File: src/rtl/bus_pkg.sv
// Shared widths, FSM encodings, error codes and size encodings for the data-bus fabric.
package bus_pkg;

  localparam int unsigned ADDR_W = 32;
  localparam int unsigned DATA_W = 32;

  localparam logic [1:0] ST_IDLE = 2'd0;
  localparam logic [1:0] ST_WAIT = 2'd1;
  localparam logic [1:0] ST_RESP = 2'd2;
  localparam logic [1:0] ST_ERR  = 2'd3;

  typedef enum logic [1:0] {
    S_IDLE = ST_IDLE,
    S_WAIT = ST_WAIT,
    S_RESP = ST_RESP,
    S_ERR  = ST_ERR
  } state_t;

  localparam logic ERR_DECODE  = 1'b0;
  localparam logic ERR_TIMEOUT = 1'b1;

  typedef enum logic [1:0] {
    HB_BYTE = 2'b00,
    HB_HALF = 2'b01,
    HB_WORD = 2'b10
  } hb_t;

  // Slaves see a window-relative address with the region nibble stripped.
  function automatic logic [ADDR_W-1:0] slave_addr(input logic [ADDR_W-1:0] addr);
    return {4'h0, addr[27:0]};
  endfunction

endpackage

File: src/rtl/bus_fabric_if.sv
// Core-side and slave-side bus signals of the fabric, with one modport per party.
interface bus_fabric_if #(
  parameter int unsigned N_SLAVES = 8
) ();
  import bus_pkg::*;

  logic [ADDR_W-1:0]          m_addr;
  logic [DATA_W-1:0]          m_wdata;
  logic                       m_we;
  logic                       m_re;
  logic [1:0]                 m_hb;
  logic                       m_req;
  logic [DATA_W-1:0]          m_rdata;
  logic                       m_gnt;
  logic                       m_err;

  logic [N_SLAVES-1:0]        s_ce;
  logic [ADDR_W-1:0]          s_addr;
  logic [DATA_W-1:0]          s_wdata;
  logic                       s_we;
  logic                       s_re;
  logic [1:0]                 s_hb;
  logic                       s_req;
  logic [N_SLAVES-1:0]        s_gnt;
  logic [DATA_W*N_SLAVES-1:0] s_rdata;

  logic                       err_clr;
  logic                       err_valid;
  logic                       err_code;
  logic [ADDR_W-1:0]          err_addr;

  modport fabric (
    input  m_addr, m_wdata, m_we, m_re, m_hb, m_req,
    output m_rdata, m_gnt, m_err,
    output s_ce, s_addr, s_wdata, s_we, s_re, s_hb, s_req,
    input  s_gnt, s_rdata,
    input  err_clr,
    output err_valid, err_code, err_addr
  );

  modport master (
    output m_addr, m_wdata, m_we, m_re, m_hb, m_req,
    input  m_rdata, m_gnt, m_err,
    output err_clr,
    input  err_valid, err_code, err_addr
  );

  modport slave (
    input  s_ce, s_addr, s_wdata, s_we, s_re, s_hb, s_req,
    output s_gnt, s_rdata
  );

endinterface

File: src/rtl/bus_addr_decode.sv
// Region decode: ADDR[31:28] relative to BASE_NIBBLE selects one slave, or misses.
module bus_addr_decode #(
  parameter int unsigned N_SLAVES    = 8,
  parameter logic [3:0]  BASE_NIBBLE = 4'h8
) (
  input  logic [3:0]          addr_nibble,
  output logic [N_SLAVES-1:0] sel,
  output logic                hit
);

  logic [4:0] offset;

  // Nibbles below the base wrap to >= 16 in five bits, so they never match.
  always_comb begin
    offset = {1'b0, addr_nibble} - {1'b0, BASE_NIBBLE};
    sel    = '0;
    hit    = 1'b0;
    for (int unsigned k = 0; k < N_SLAVES; k++) begin
      if (offset == 5'(k)) begin
        sel[k] = 1'b1;
        hit    = 1'b1;
      end
    end
  end

endmodule

File: src/rtl/bus_fabric.sv
// Single-master, N-slave data-bus fabric: registered slave select, per-transaction FSM,
// decode-miss and timeout error responses, and a sticky first-error capture register.
module bus_fabric
  import bus_pkg::*;
#(
  parameter int unsigned N_SLAVES    = 8,
  parameter logic [3:0]  BASE_NIBBLE = 4'h8,
  parameter int unsigned TIMEOUT     = 255
) (
  input  logic         i_CLK,
  input  logic         i_RST,
  bus_fabric_if.fabric bus
);

  localparam int unsigned CNT_W = $clog2(TIMEOUT + 1);
  localparam logic [CNT_W-1:0] CNT_LAST = CNT_W'(TIMEOUT - 1);
  localparam logic [CNT_W-1:0] CNT_MAX  = CNT_W'(TIMEOUT);

  state_t              state_q;
  logic [N_SLAVES-1:0] sel_q;
  logic [CNT_W-1:0]    cnt_q;
  logic [DATA_W-1:0]   rdata_q;
  logic                err_kind_q;
  logic                err_valid_q;
  logic                err_code_q;
  logic [ADDR_W-1:0]   err_addr_q;

  logic [N_SLAVES-1:0] dec_sel;
  logic                dec_hit;
  logic                take_req;
  logic                sel_gnt;
  logic [DATA_W-1:0]   sel_rdata;
  logic                in_wait;

  bus_addr_decode #(
    .N_SLAVES    (N_SLAVES),
    .BASE_NIBBLE (BASE_NIBBLE)
  ) u_dec (
    .addr_nibble (bus.m_addr[31:28]),
    .sel         (dec_sel),
    .hit         (dec_hit)
  );

  assign take_req = bus.m_req & (bus.m_re | bus.m_we);
  assign in_wait  = (state_q == S_WAIT);

  // Only the registered selection may grant; other slaves' grants are masked off.
  always_comb begin
    sel_gnt   = |(bus.s_gnt & sel_q);
    sel_rdata = '0;
    for (int unsigned k = 0; k < N_SLAVES; k++) begin
      if (sel_q[k]) begin
        sel_rdata = sel_rdata | bus.s_rdata[DATA_W*k +: DATA_W];
      end
    end
  end

  always_ff @(posedge i_CLK) begin
    if (i_RST) begin
      state_q    <= S_IDLE;
      sel_q      <= '0;
      cnt_q      <= '0;
      rdata_q    <= '0;
      err_kind_q <= ERR_DECODE;
    end else begin
      case (state_q)
        S_IDLE: begin
          if (take_req) begin
            if (dec_hit) begin
              sel_q   <= dec_sel;
              cnt_q   <= '0;
              state_q <= S_WAIT;
            end else begin
              err_kind_q <= ERR_DECODE;
              state_q    <= S_ERR;
            end
          end
        end
        S_WAIT: begin
          if (sel_gnt) begin
            rdata_q <= sel_rdata;
            state_q <= S_RESP;
          end else if (cnt_q == CNT_LAST) begin
            err_kind_q <= ERR_TIMEOUT;
            state_q    <= S_ERR;
          end else if (cnt_q != CNT_MAX) begin
            cnt_q <= cnt_q + 1'b1;
          end
        end
        S_RESP:  state_q <= S_IDLE;
        S_ERR:   state_q <= S_IDLE;
        default: state_q <= S_IDLE;
      endcase
    end
  end

  // A capture in the same cycle as a clear re-arms the register with the new error.
  always_ff @(posedge i_CLK) begin
    if (i_RST) begin
      err_valid_q <= 1'b0;
      err_code_q  <= ERR_DECODE;
      err_addr_q  <= '0;
    end else if ((state_q == S_ERR) && (!err_valid_q || bus.err_clr)) begin
      err_valid_q <= 1'b1;
      err_code_q  <= err_kind_q;
      err_addr_q  <= bus.m_addr;
    end else if (bus.err_clr) begin
      err_valid_q <= 1'b0;
    end
  end

  assign bus.m_gnt   = (state_q == S_RESP) || (state_q == S_ERR);
  assign bus.m_err   = (state_q == S_ERR);
  assign bus.m_rdata = (state_q == S_RESP) ? rdata_q : '0;

  assign bus.s_ce    = in_wait ? sel_q : '0;
  assign bus.s_req   = in_wait & bus.m_req;
  assign bus.s_we    = in_wait & bus.m_we;
  assign bus.s_re    = in_wait & bus.m_re;
  assign bus.s_addr  = slave_addr(bus.m_addr);
  assign bus.s_wdata = bus.m_wdata;
  assign bus.s_hb    = bus.m_hb;

  assign bus.err_valid = err_valid_q;
  assign bus.err_code  = err_code_q;
  assign bus.err_addr  = err_addr_q;

endmodule

File: src/flat_wrapper.sv
// flat-port wrapper written by rule: the top's interface ports become plain ports
module bus_fabric_flat import bus_pkg::*;
#(
  parameter int unsigned N_SLAVES    = 8,
  parameter logic [3:0]  BASE_NIBBLE = 4'h8,
  parameter int unsigned TIMEOUT     = 255
)
  (i_CLK, i_RST, bus_m_addr, bus_m_wdata, bus_m_we, bus_m_re, bus_m_hb, bus_m_req, bus_m_rdata, bus_m_gnt, bus_m_err, bus_s_ce, bus_s_addr, bus_s_wdata, bus_s_we, bus_s_re, bus_s_hb, bus_s_req, bus_s_gnt, bus_s_rdata, bus_err_clr, bus_err_valid, bus_err_code, bus_err_addr);
  bus_fabric_if #(.N_SLAVES(N_SLAVES)) bus_i ();
  input  logic i_CLK;
  input  logic i_RST;
  input wire logic [$bits(bus_i.m_addr)-1:0] bus_m_addr;
  input wire logic [$bits(bus_i.m_wdata)-1:0] bus_m_wdata;
  input wire logic [$bits(bus_i.m_we)-1:0] bus_m_we;
  input wire logic [$bits(bus_i.m_re)-1:0] bus_m_re;
  input wire logic [$bits(bus_i.m_hb)-1:0] bus_m_hb;
  input wire logic [$bits(bus_i.m_req)-1:0] bus_m_req;
  output wire logic [$bits(bus_i.m_rdata)-1:0] bus_m_rdata;
  output wire logic [$bits(bus_i.m_gnt)-1:0] bus_m_gnt;
  output wire logic [$bits(bus_i.m_err)-1:0] bus_m_err;
  output wire logic [$bits(bus_i.s_ce)-1:0] bus_s_ce;
  output wire logic [$bits(bus_i.s_addr)-1:0] bus_s_addr;
  output wire logic [$bits(bus_i.s_wdata)-1:0] bus_s_wdata;
  output wire logic [$bits(bus_i.s_we)-1:0] bus_s_we;
  output wire logic [$bits(bus_i.s_re)-1:0] bus_s_re;
  output wire logic [$bits(bus_i.s_hb)-1:0] bus_s_hb;
  output wire logic [$bits(bus_i.s_req)-1:0] bus_s_req;
  input wire logic [$bits(bus_i.s_gnt)-1:0] bus_s_gnt;
  input wire logic [$bits(bus_i.s_rdata)-1:0] bus_s_rdata;
  input wire logic [$bits(bus_i.err_clr)-1:0] bus_err_clr;
  output wire logic [$bits(bus_i.err_valid)-1:0] bus_err_valid;
  output wire logic [$bits(bus_i.err_code)-1:0] bus_err_code;
  output wire logic [$bits(bus_i.err_addr)-1:0] bus_err_addr;
  assign bus_i.m_addr = bus_m_addr;
  assign bus_i.m_wdata = bus_m_wdata;
  assign bus_i.m_we = bus_m_we;
  assign bus_i.m_re = bus_m_re;
  assign bus_i.m_hb = bus_m_hb;
  assign bus_i.m_req = bus_m_req;
  assign bus_m_rdata = bus_i.m_rdata;
  assign bus_m_gnt = bus_i.m_gnt;
  assign bus_m_err = bus_i.m_err;
  assign bus_s_ce = bus_i.s_ce;
  assign bus_s_addr = bus_i.s_addr;
  assign bus_s_wdata = bus_i.s_wdata;
  assign bus_s_we = bus_i.s_we;
  assign bus_s_re = bus_i.s_re;
  assign bus_s_hb = bus_i.s_hb;
  assign bus_s_req = bus_i.s_req;
  assign bus_i.s_gnt = bus_s_gnt;
  assign bus_i.s_rdata = bus_s_rdata;
  assign bus_i.err_clr = bus_err_clr;
  assign bus_err_valid = bus_i.err_valid;
  assign bus_err_code = bus_i.err_code;
  assign bus_err_addr = bus_i.err_addr;
  bus_fabric #(.N_SLAVES(N_SLAVES), .BASE_NIBBLE(BASE_NIBBLE), .TIMEOUT(TIMEOUT)) u_core (.i_CLK(i_CLK), .i_RST(i_RST), .bus(bus_i));
endmodule
File: config.mk
export PLATFORM = sky130hd
export DESIGN_NAME = bus_fabric_flat
export DESIGN_NICKNAME = d
export VERILOG_FILES = /design/src/rtl/bus_pkg.sv /design/src/rtl/bus_fabric_if.sv /design/src/rtl/bus_addr_decode.sv /design/src/rtl/bus_fabric.sv /design/src/flat_wrapper.sv
export SDC_FILE = /design/constraint.sdc
export NUM_CORES = 1
export LEC_CHECK = 0
export ABC_AREA = 1
export CAP_MARGIN = 20
export CELL_PAD_IN_SITES_DETAIL_PLACEMENT = 0
export CELL_PAD_IN_SITES_GLOBAL_PLACEMENT = 1
export CORE_AREA = 2 2 186 188
export CTS_BUF_LIST = sky130_fd_sc_hd__clkbuf_4 sky130_fd_sc_hd__clkbuf_8
export CTS_CLUSTER_DIAMETER = 200
export DETAILED_ROUTE_END_ITERATION = 8
export DIE_AREA = 0 0 188 190
export PLACE_DENSITY = 0.67
export SLEW_MARGIN = 10
export SYNTH_ARGS = -nofsm -noshare
export SYNTH_HDL_FRONTEND = slang
export SYNTH_HIERARCHICAL = 1
export SYNTH_SLANG_ARGS = --single-unit
File: constraint.sdc
create_clock -name i_CLK -period 1.96 [get_ports i_CLK]
set_input_delay 0.49 -clock i_CLK [delete_from_list [all_inputs] [get_ports i_CLK]]
set_output_delay 0.49 -clock i_CLK [all_outputs]
set_load 0.1 [all_outputs]
Word-level counts from Yosys, hierarchy flattened
Cells that the tools add are included.
{"block": "classes", "addsub": 2, "n_eq_ne": 20, "muxes": 43, "bitwise_logic": 13, "n_reduce_logical": 15}
{"cell": "32-bit two-way mux", "n": 9}
{"cell": "32-bit bitwise OR", "n": 7}
{"cell": "8-bit two-way mux", "n": 6}
{"cell": "1-bit two-way mux", "n": 21}
{"cell": "5-bit by 3-bit == test with 1-bit output (second input constant)", "n": 4}
{"cell": "8-bit case mux with 2 select lines", "n": 1}
{"cell": "5-bit by 2-bit == test with 1-bit output (second input constant)", "n": 2}
{"cell": "2-bit != test (second input constant)", "n": 5}
{"cell": "8-bit by 1-bit adder with 8-bit output (second input constant)", "n": 1}
{"cell": "8-bit bitwise AND", "n": 1}
{"cell": "8-bit == test (second input constant)", "n": 1}
{"cell": "2-bit two-way mux", "n": 4}
{"cell": "8-bit != test (second input constant)", "n": 1}
{"cell": "8-bit OR reduction", "n": 1}
{"cell": "2-bit case mux with 3 select lines", "n": 1}
{"cell": "6-bit AND reduction", "n": 1}
{"cell": "5-bit by 1-bit == test with 1-bit output (second input constant)", "n": 1}
{"cell": "5-bit logical NOT", "n": 1}
{"cell": "5-bit AND reduction", "n": 1}
{"cell": "4-bit by 4-bit subtractor with 5-bit output (second input constant)", "n": 1}
{"cell": "1-bit bitwise AND", "n": 4}
{"cell": "2-bit == test (second input constant)", "n": 2}
{"cell": "2-bit by 1-bit != test with 1-bit output (second input constant)", "n": 2}
{"cell": "2-bit AND reduction", "n": 2}
{"cell": "11 further kinds", "n": 13}
{"block": "word_totals", "register_bits": 85, "inputBits": 336, "out_inout_bits": 145, "wordCells": 101}

Logic depth before layout (Yosys ltp)
Gate-level depths: netlist (run 1).
{"block": "logic_depth", "depth_word": 15, "ltp_mapped": 11, "ltp_nobuf": 11}

Cells and area by module
Netlist (run 1), hierarchy kept.
{"mod": "bus_fabric", "instances": 1, "cells_each": 893, "area_per_inst_um2": 5774.3, "seq_area_each_um2": 1701.6}
{"mod": "bus_addr_decode", "instances": 1, "cells_each": 18, "area_per_inst_um2": 67.6, "seq_area_each_um2": 0.0}

Worst setup path after synthesis (run 1)
No wires, ideal clock.
{"block": "synth_path", "kind": "reg-to-output", "from": "register u_core.state_q[0]", "to": "output bus_s_ce[0]", "arrival_ns": 2.191, "t_required_ns": 1.470, "slack_ns": -0.721, "stages_incl_launch_ff": 6, "path_buffers": 1, "path_cell_list": "dfxtp_1 > inv_2 > nor2_4 > inv_2 > buf_1 > nor2_1"}
{"block": "synth_via", "elab_chain_cells": 2}
{"item": "from (decl)", "line_no": "bus_fabric.sv:19", "text": "state_t state_q;"}
{"item": "from (signal assigned)", "line_no": "bus_fabric.sv:60", "text": "state_q <= S_IDLE;"}
{"item": "from (signal assigned)", "line_no": "bus_fabric.sv:72", "text": "state_q <= S_WAIT;"}
{"item": "from (signal assigned)", "line_no": "bus_fabric.sv:75", "text": "state_q <= S_ERR;"}
{"item": "2-bit by 1-bit == test with 1-bit output", "line_no": "bus_fabric.sv:45", "text": "assign in_wait = (state_q == S_WAIT);"}
{"item": "8-bit two-way mux", "line_no": "bus_fabric.sv:116", "text": "assign bus.s_ce = in_wait ? sel_q : '0;"}
{"item": "to (decl)", "line_no": "flat_wrapper.sv:21", "text": "output wire logic [$bits(bus_i.s_ce)-1:0] bus_s_ce;"}
No other way between the ends.

Worst setup path after layout (run 1)
{"block": "layout_path", "from": "register u_core.state_q[0]", "to": "output bus_m_rdata[12]"}
{"block": "layout_via", "elab_chain_cells": 2}
{"item": "2-bit == test", "line_no": "bus_fabric.sv:114", "text": "assign bus.m_rdata = (state_q == S_RESP) ? rdata_q : '0;"}
{"item": "32-bit two-way mux", "line_no": "bus_fabric.sv:114"}
{"item": "to (decl)", "line_no": "flat_wrapper.sv:18", "text": "output wire logic [$bits(bus_i.m_rdata)-1:0] bus_m_rdata;"}
No other way between the ends.

==> results.ini, run 1 <==
[status]
run_status=complete, no violations

[routing]
wire_per_inst_um=18.17
vias_per_cell=4.206
ant_nets=0
drt_iter0_drc=232
routed_wl_um=31140
dr_total_vias=7209
dr.pass1.iters=7
drc_errors=0

[sta]
hold_violations=0
setup_violations=0
fin_crit_ns=1.954
rsz0062_at_grt=yes
clock_skew_ns=0.02024
fin_ws_ns=0.005909
fin_crit_sh_pct=99.70
fmaxAchievable_mhz=511.7
slew_violations=0

[run]
maxCapViolations=0

[global_route]
grt.overflow.total=0
grt_max_degree=43
grt_util_all_layers_pct=16.77
grt_pass1_wl_um=44640
grt_pass1_vias=7265
antenna_found_initial=3

[clock_tree]
clk-insertion-delay-late_ns=0.39
clk_pin_slew_ns=0.11
cts_tree=done
root_buffer=clkbuf_8
htree_levels=3
cts_hold_buf=0
clock_sinks=85
cts_buffers=9
clock_path_buffers=2

[worst_hold_path]
min-delay-start=u_core/err_kind_q$_SDFFE_PP0P_
min_to=u_core/err_kind_q$_SDFFE_PP0P_
hold_class=register to register
hold_path_depth=2

[final_layout]
nNetsFinal=1590
final_cell_mix=clkdlybuf4s50_1 (299), nand2_1 (265), buf_12 (119)
final_common_cell=clkdlybuf4s50_1
areaGrowthSynthToFinish_pct=103.7
fillCellCount=3552
drive_above_1_share_pct=19.33

[setup_path]
crit_type=register to primary output
required_ns=1.47
critPathMaxFanout=8
rr_worst_depth=9
rrSetupSlack_ns=0.33
crit_arrival_ns=1.46
cp-end-kind=primary output
startpoint_type=register
rr_startpoint=u_core/cnt_q[1]$_SDFFE_PP0P_
timing.rr.end=u_core/cnt_q[7]$_SDFFE_PP0P_

[yosys]
synth_cell_types=31
yosysTopAreaCell=dfxtp_1
ys_warn_count=6
syn_area_per_cell_um2=6.413
syn_area_mm2=0.005842
synthTopCellsByArea=dfxtp_1 (29%), nand2_1 (17%), buf_4 (8.9%)
ys_ff_latch=85
synth.top_cell.area_share_pct=29.13
seq_area_frac_synth_pct=29.13
synth_cells=911

[power_and_ir_drop]
power_density_mw_per_mm2=572.8
ir_worst_vdd_mv=0.3792
p_leak_nw=4.616
p_total_mw=6.817

[floorplan]
die_h_um=190
rows=68
io_pins=481
coreArea_mm2=0.03395
die_area_mm2=0.03572
die_w_um=188
start_util_pct=17.21

[placed_design]
hpwl_um=24190
pre_cts_ws_ns=-0.1859
portBuffers=408
gp_congestion=0.7869

cell type report:
| class | instances | area [um2] | share of cell area, % |
|---|---|---|---|
| Antenna cell | 2 | 5.005 | 0.04205 |
| Sequential cell | 85 | 1719 | 14.44 |
| Clock buffer | 10 | 131.4 | 1.104 |
| Timing Repair Buffer | 454 | 5720 | 48.07 |
| Inverter | 63 | 249.0 | 2.092 |
| Multi-Input combinational cell | 639 | 3431 | 28.83 |
| Clock inverter | 6 | 76.32 | 0.6413 |
| Tap cell | 455 | 569.3 | 4.783 |
power breakdown:
part / internal (mW) / switching [mW]
combinational: 1.49 / 1.97
sequential: 1.87 / 0.0994
clock: 0.627 / 0.759
cell families after synthesis:
kind of cell / count (synthesis) / share of synthesized area [%]
AO/OA/AOI/OAI: 192 / 21.72
adder cells (fa/ha/maj): 2 / 0.4283
buffers and inverters: 190 / 18.14
flip-flops: 85 / 29.13
other: 1 / 0.06419
AND/OR/NAND/NOR: 439 / 30.22
XOR/XNOR: 2 / 0.2999
synth_stat cells, drive strengths merged:
cell	n
nor3	1
clkbuf	37
a221oi	52
buf	90
conb	1
and3	1
a22o	8
o21a	32
a21oi	56
xor2	1
dfxtp	85
ha	2
nor2	141
o21ai	43
nand3b	4
o21bai	1
nor3b	1
xnor2	1
nand4	5
nand3	14
nand2	272
inv	63
what timing repair did:
action | 4_1_cts | 5_1_grt
buffers inserted | 3 | 1
gates cloned | 2 | 1
gates resized for setup | 29 | 7
pin swaps | 1 | 3
endpoints found under the setup margin | 40 | 39
state kept, by name, summed over array words and instances (netlist names):
register,flops
u_core/bus.err_code,1
u_core/state_q,2
u_core/sel_q,8
u_core/rdata_q,32
u_core/bus.err_valid,1
u_core/cnt_q,8
u_core/bus.err_addr,32
u_core/err_kind_q,1
worst max path at each step:
stage | startpoint | end | slack (ns) | depth (start not counted)
2_1_floorplan | u_core/state_q[1]$_SDFFE_PP0P_ | bus_m_rdata[0] | -0.34 | 2
6_report | u_core/state_q[0]$_SDFFE_PP0P_ | bus_m_rdata[12] | 0.006 | 5
3_5_place_dp | bus_s_gnt[5] | u_core/cnt_q[0]$_SDFFE_PP0P_ | -0.19 | 10
3_3_place_gp | bus_s_gnt[5] | u_core/cnt_q[2]$_SDFFE_PP0P_ | -0.16 | 10
4_1_cts | u_core/state_q[0]$_SDFFE_PP0P_ | bus_m_rdata[12] | -0.05 | 5
5_1_grt | u_core/state_q[0]$_SDFFE_PP0P_ | bus_m_rdata[26] | -0.08 | 5
layer usage:
layer / track usage (%) / up-vias / routed length, um
met5: 0 / - / 13
met4: 4.270 / 2 / 505
met3: 6.143 / 30 / 2934
met2: 30.27 / 350 / 15660
met1: 18.55 / 3243 / 12030
li1: - / 3584 / -
stage by stage:
step	cell area, um2	std cells	hold WS (ns)	setup TNS [ns]	utilization, %
after global routing	11900	1714	0.4996	-2.086	35.06
after CTS	11840	1710	0.4874	-0.6563	34.87
after detailed placement	11440	1689	0.4637	-5.792	33.71
after floorplan	6090	914	0.4358	-5.787	-
after global placement	11440	1689	0.4630	-5.205	33.71
final	11900	1714	0.4818	0	35.06
critical path, stage by stage (launching register included):
cell and delay, ns:
dfxtp_4 0.38, inv_6 0.08, nand2_8 0.12, buf_16 0.18
nor2_4 0.11, buf_12 0.18
No activity file was read; power rests on OpenSTA's default activity.
==> inputs of run 2 (changes only) <==
--- a/config.mk
+++ b/config.mk
@@ -9,14 +9,13 @@
 export CAP_MARGIN = 20
 export CELL_PAD_IN_SITES_DETAIL_PLACEMENT = 0
 export CELL_PAD_IN_SITES_GLOBAL_PLACEMENT = 1
-export CORE_AREA = 2 2 186 188
+export CORE_AREA = 2 2 185 187
 export CTS_BUF_LIST = sky130_fd_sc_hd__clkbuf_4 sky130_fd_sc_hd__clkbuf_8
 export CTS_CLUSTER_DIAMETER = 200
 export DETAILED_ROUTE_END_ITERATION = 8
-export DIE_AREA = 0 0 188 190
-export PLACE_DENSITY = 0.67
+export DIE_AREA = 0 0 187 189
+export PLACE_DENSITY = 0.68
 export SLEW_MARGIN = 10
 export SYNTH_ARGS = -nofsm -noshare
 export SYNTH_HDL_FRONTEND = slang
-export SYNTH_HIERARCHICAL = 1
 export SYNTH_SLANG_ARGS = --single-unit
==> run 2 against run 1 <==
The flow now finishes with violations (setup timing). Non-clock buffer count stayed put. Final cell count shrank 2.0%. Die area decreased by 1.1%. First-iteration DRC count grew 72%. Design area decreased by 0.99%. Wire length is 1.5% higher. Clock power fell by 3%. Register-to-register slack worse by 0.07 ns. Clock skew shrank 0.0028 ns. Maximum frequency down 1.4%. Synthesized cell count decreased by 2.6%. Critical path type unchanged. Largest cell class unchanged. Largest power group unchanged. Highest routed layer is now met4.
==> results.ini, run 2 <==
[status]
run_status=complete, but fails checks
violations=setup timing

[setup_path]
rr_worst_depth=10  ; +1
rr_startpoint=u_core.sel_q[0]$_SDFFE_PP0P_
required_ns=1.47  ; about the same
rrSetupSlack_ns=0.26  ; -0.07 ns
startpoint_type=register
timing.rr.end=u_core.cnt_q[5]$_SDFFE_PP0P_
crit_type=register to primary output
crit_arrival_ns=1.49  ; +0.03 ns
cp-end-kind=primary output
critPathMaxFanout=7  ; -1

[clock_tree]
clock_path_buffers=2  ; unchanged
htree_levels=3  ; unchanged
clock_sinks=85  ; unchanged
cts_tree=done
cts_hold_buf=0  ; unchanged
root_buffer=clkbuf_8
clk_pin_slew_ns=0.09  ; -0.02 ns
cts_buffers=9  ; unchanged
post_cts_buffers=0  ; -3
clk-insertion-delay-late_ns=0.37  ; -0.02 ns

[final_layout]
final_cell_mix=clkdlybuf4s50_1 (300), nand2_1 (264), buf_12 (117)
diodes=0  ; -2
nNetsFinal=1564  ; -1.6%
fin_util_pct=35.41  ; +0.35 points
drive_above_1_share_pct=19.25  ; -0.079 points
final_common_cell=clkdlybuf4s50_1
areaGrowthSynthToFinish_pct=103.2

[sta]
clock_skew_ns=0.01747  ; -0.002778 ns
tightest_slew_ns=0.5380
hold_violations=0  ; unchanged
setup_violations=9  ; +9
slew_violations=0  ; unchanged
max_slew_margin_pct=64.14
fin_crit_sh_pct=101.1  ; +1.4 points
fin_ws_ns=-0.02084  ; -0.02675 ns
rsz0062_at_grt=yes
fin_crit_ns=1.981  ; +0.02675 ns
fmaxAchievable_mhz=504.8  ; -1.4%

[yosys]
syn_area_mm2=0.005799  ; -0.73%
synth_common_cells=nand2_1 (265), nor2_1 (120), dfxtp_1 (85)
ys_warn_count=0  ; -6
synth_cell_types=35  ; +13%
seq_area_frac_synth_pct=29.34  ; +0.21 points
syn_area_per_cell_um2=6.538  ; +2.0%
yosysTopAreaCell=dfxtp_1
ys_ff_latch=85  ; unchanged
synth.top_cell.area_share_pct=29.34  ; +0.21 points
synth_ff_type=dfxtp_1
synth_cells=887  ; -2.6%
synthTopCellsByArea=dfxtp_1 (29%), nand2_1 (17%), a221oi_1 (9.1%)
synth-edff-count=0  ; unchanged
synth.most_common_cell=nand2_1
async_reset_ff_share_pct=0  ; unchanged

[global_route]
antenna_found_initial=0  ; -3
grt.overflow.total=0  ; unchanged
grt_pass1_vias=6987  ; -3.8%
grt_pass1_wl_um=44780  ; +0.31%
grt_util_all_layers_pct=16.94  ; +0.17 points
grt_max_degree=50  ; +16%

[floorplan]
start_util_pct=17.43  ; +0.22 points
die_h_um=189  ; -0.53%
coreArea_mm2=0.03328  ; -2.0%
io_pins=481  ; unchanged
rows=67  ; -1.5%
die_area_mm2=0.03534  ; -1.1%
die_w_um=187  ; -0.53%

[routing]
wire_per_inst_um=18.83  ; +3.6%
dr_total_vias=7016  ; -2.7%
ant_nets=0  ; unchanged
vias_per_cell=4.179  ; -0.65%
dr.pass1.iters=5  ; -2
drt_iter0_drc=399  ; +72%
routed_wl_um=31620  ; +1.5%
drc_errors=0  ; unchanged

[power_and_ir_drop]
p_total_mw=5.367  ; -21%
p_leak_nw=4.595  ; -0.46%
power_density_mw_per_mm2=455.4  ; -20%
ir_worst_vdd_mv=0.2267  ; -40%

[placed_design]
pre_cts_ws_ns=-0.2918  ; -0.1060 ns
portBuffers=408  ; unchanged
hpwl_um=26070  ; +7.8%
gp_congestion=0.8880  ; +13%

[worst_hold_path]
hold_class=register to register
min-delay-start=u_core.err_kind_q$_SDFFE_PP0P_
hold_path_depth=2  ; unchanged
min_to=u_core.err_kind_q$_SDFFE_PP0P_

[run]
maxCapViolations=0  ; unchanged

run 2: cell types whose count changed after synthesis, moves of 3 or more:
cell      before  now
a21oi_1       56   37
nor2_1       133  120
a21oi_2        0   10
a221oi_1      52   60
o32ai_1        0    8
o21ai_0       43   36
nand4_1        5    0
nand3b_1       4    0
buf_6         10    7
run 2: per-layer routing:
metal	GRT usage (%)	routed length [um]
met2	29.21	15490
met3	3.448	2092
met4	4.396	524
met5	0	0
met1	21.49	13510
run 2: logic make-up (layout without fill, tap and decap cells):
family                   count (synthesis)  count (layout)  share of synthesized area (%)
AND/OR/NAND/NOR                        410             410                          27.46
buffers and inverters                  192             533                          18.45
XOR/XNOR                                 2               2                         0.3021
AO/OA/AOI/OAI                          195             195                          23.95
other                                    1               4                        0.06466
adder cells (fa/ha/maj)                  2               2                         0.4314
flip-flops                              85              85                          29.34
run 2: how the worst max path moves through the flow:
stage	startpoint	end	slack, ns	cells past startpoint
6_report	u_core.state_q[0]$_SDFFE_PP0P_	bus_m_rdata[28]	-0.02	6
5_1_grt	u_core.state_q[0]$_SDFFE_PP0P_	bus_m_rdata[12]	-0.1	6
4_1_cts	u_core.state_q[0]$_SDFFE_PP0P_	bus_m_rdata[2]	-0.09	5
3_5_place_dp	bus_m_we	u_core.cnt_q[7]$_SDFFE_PP0P_	-0.29	8
3_3_place_gp	bus_m_we	u_core.cnt_q[5]$_SDFFE_PP0P_	-0.22	8
2_1_floorplan	u_core.state_q[1]$_SDFFE_PP0P_	bus_m_rdata[29]	-0.32	3
run 2: final cells by class:
cell class	count	area [um2]
Clock buffer	10	137.6
Clock inverter	6	71.32
Fill cell	3473	21500
Inverter	63	244.0
Multi-Input combinational cell	613	3351
Sequential cell	85	1709
Tap cell	448	560.5
Timing Repair Buffer	454	5710
run 2: power by group:
group / total (mW) / internal, mW / switching (mW)
Clock: 1.35 / 0.633 / 0.716
Sequential: 1.85 / 1.79 / 0.0567
Combinational: 2.17 / 1.03 / 1.14
run 2: stage by stage:
step,hold WS (ns),area (um2),instances,setup TNS (ns)
floorplan,0.4299,6053,890,-5.125
global placement,0.4583,11360,1659,-2.540
detailed placement,0.4605,11360,1659,-4.062
CTS,0.4736,11720,1677,-1.357
global route,0.4976,11780,1679,-1.031
finish,0.4689,11780,1679,-0.1328
run 2: worst max-delay path, stage by stage (launching register included):
cell and delay (ns):
dfxtp_2 0.34, inv_4 0.09, nand2_8 0.09, buf_12 0.16, buf_12 0.15, nor2_4 0.10, buf_12 0.18
run 2: repair_timing:
action                     4_1_cts  5_1_grt
cloned                           2        2
setup endpoints to repair       28       39
pin swaps                        2        6
gates resized for setup         18       10
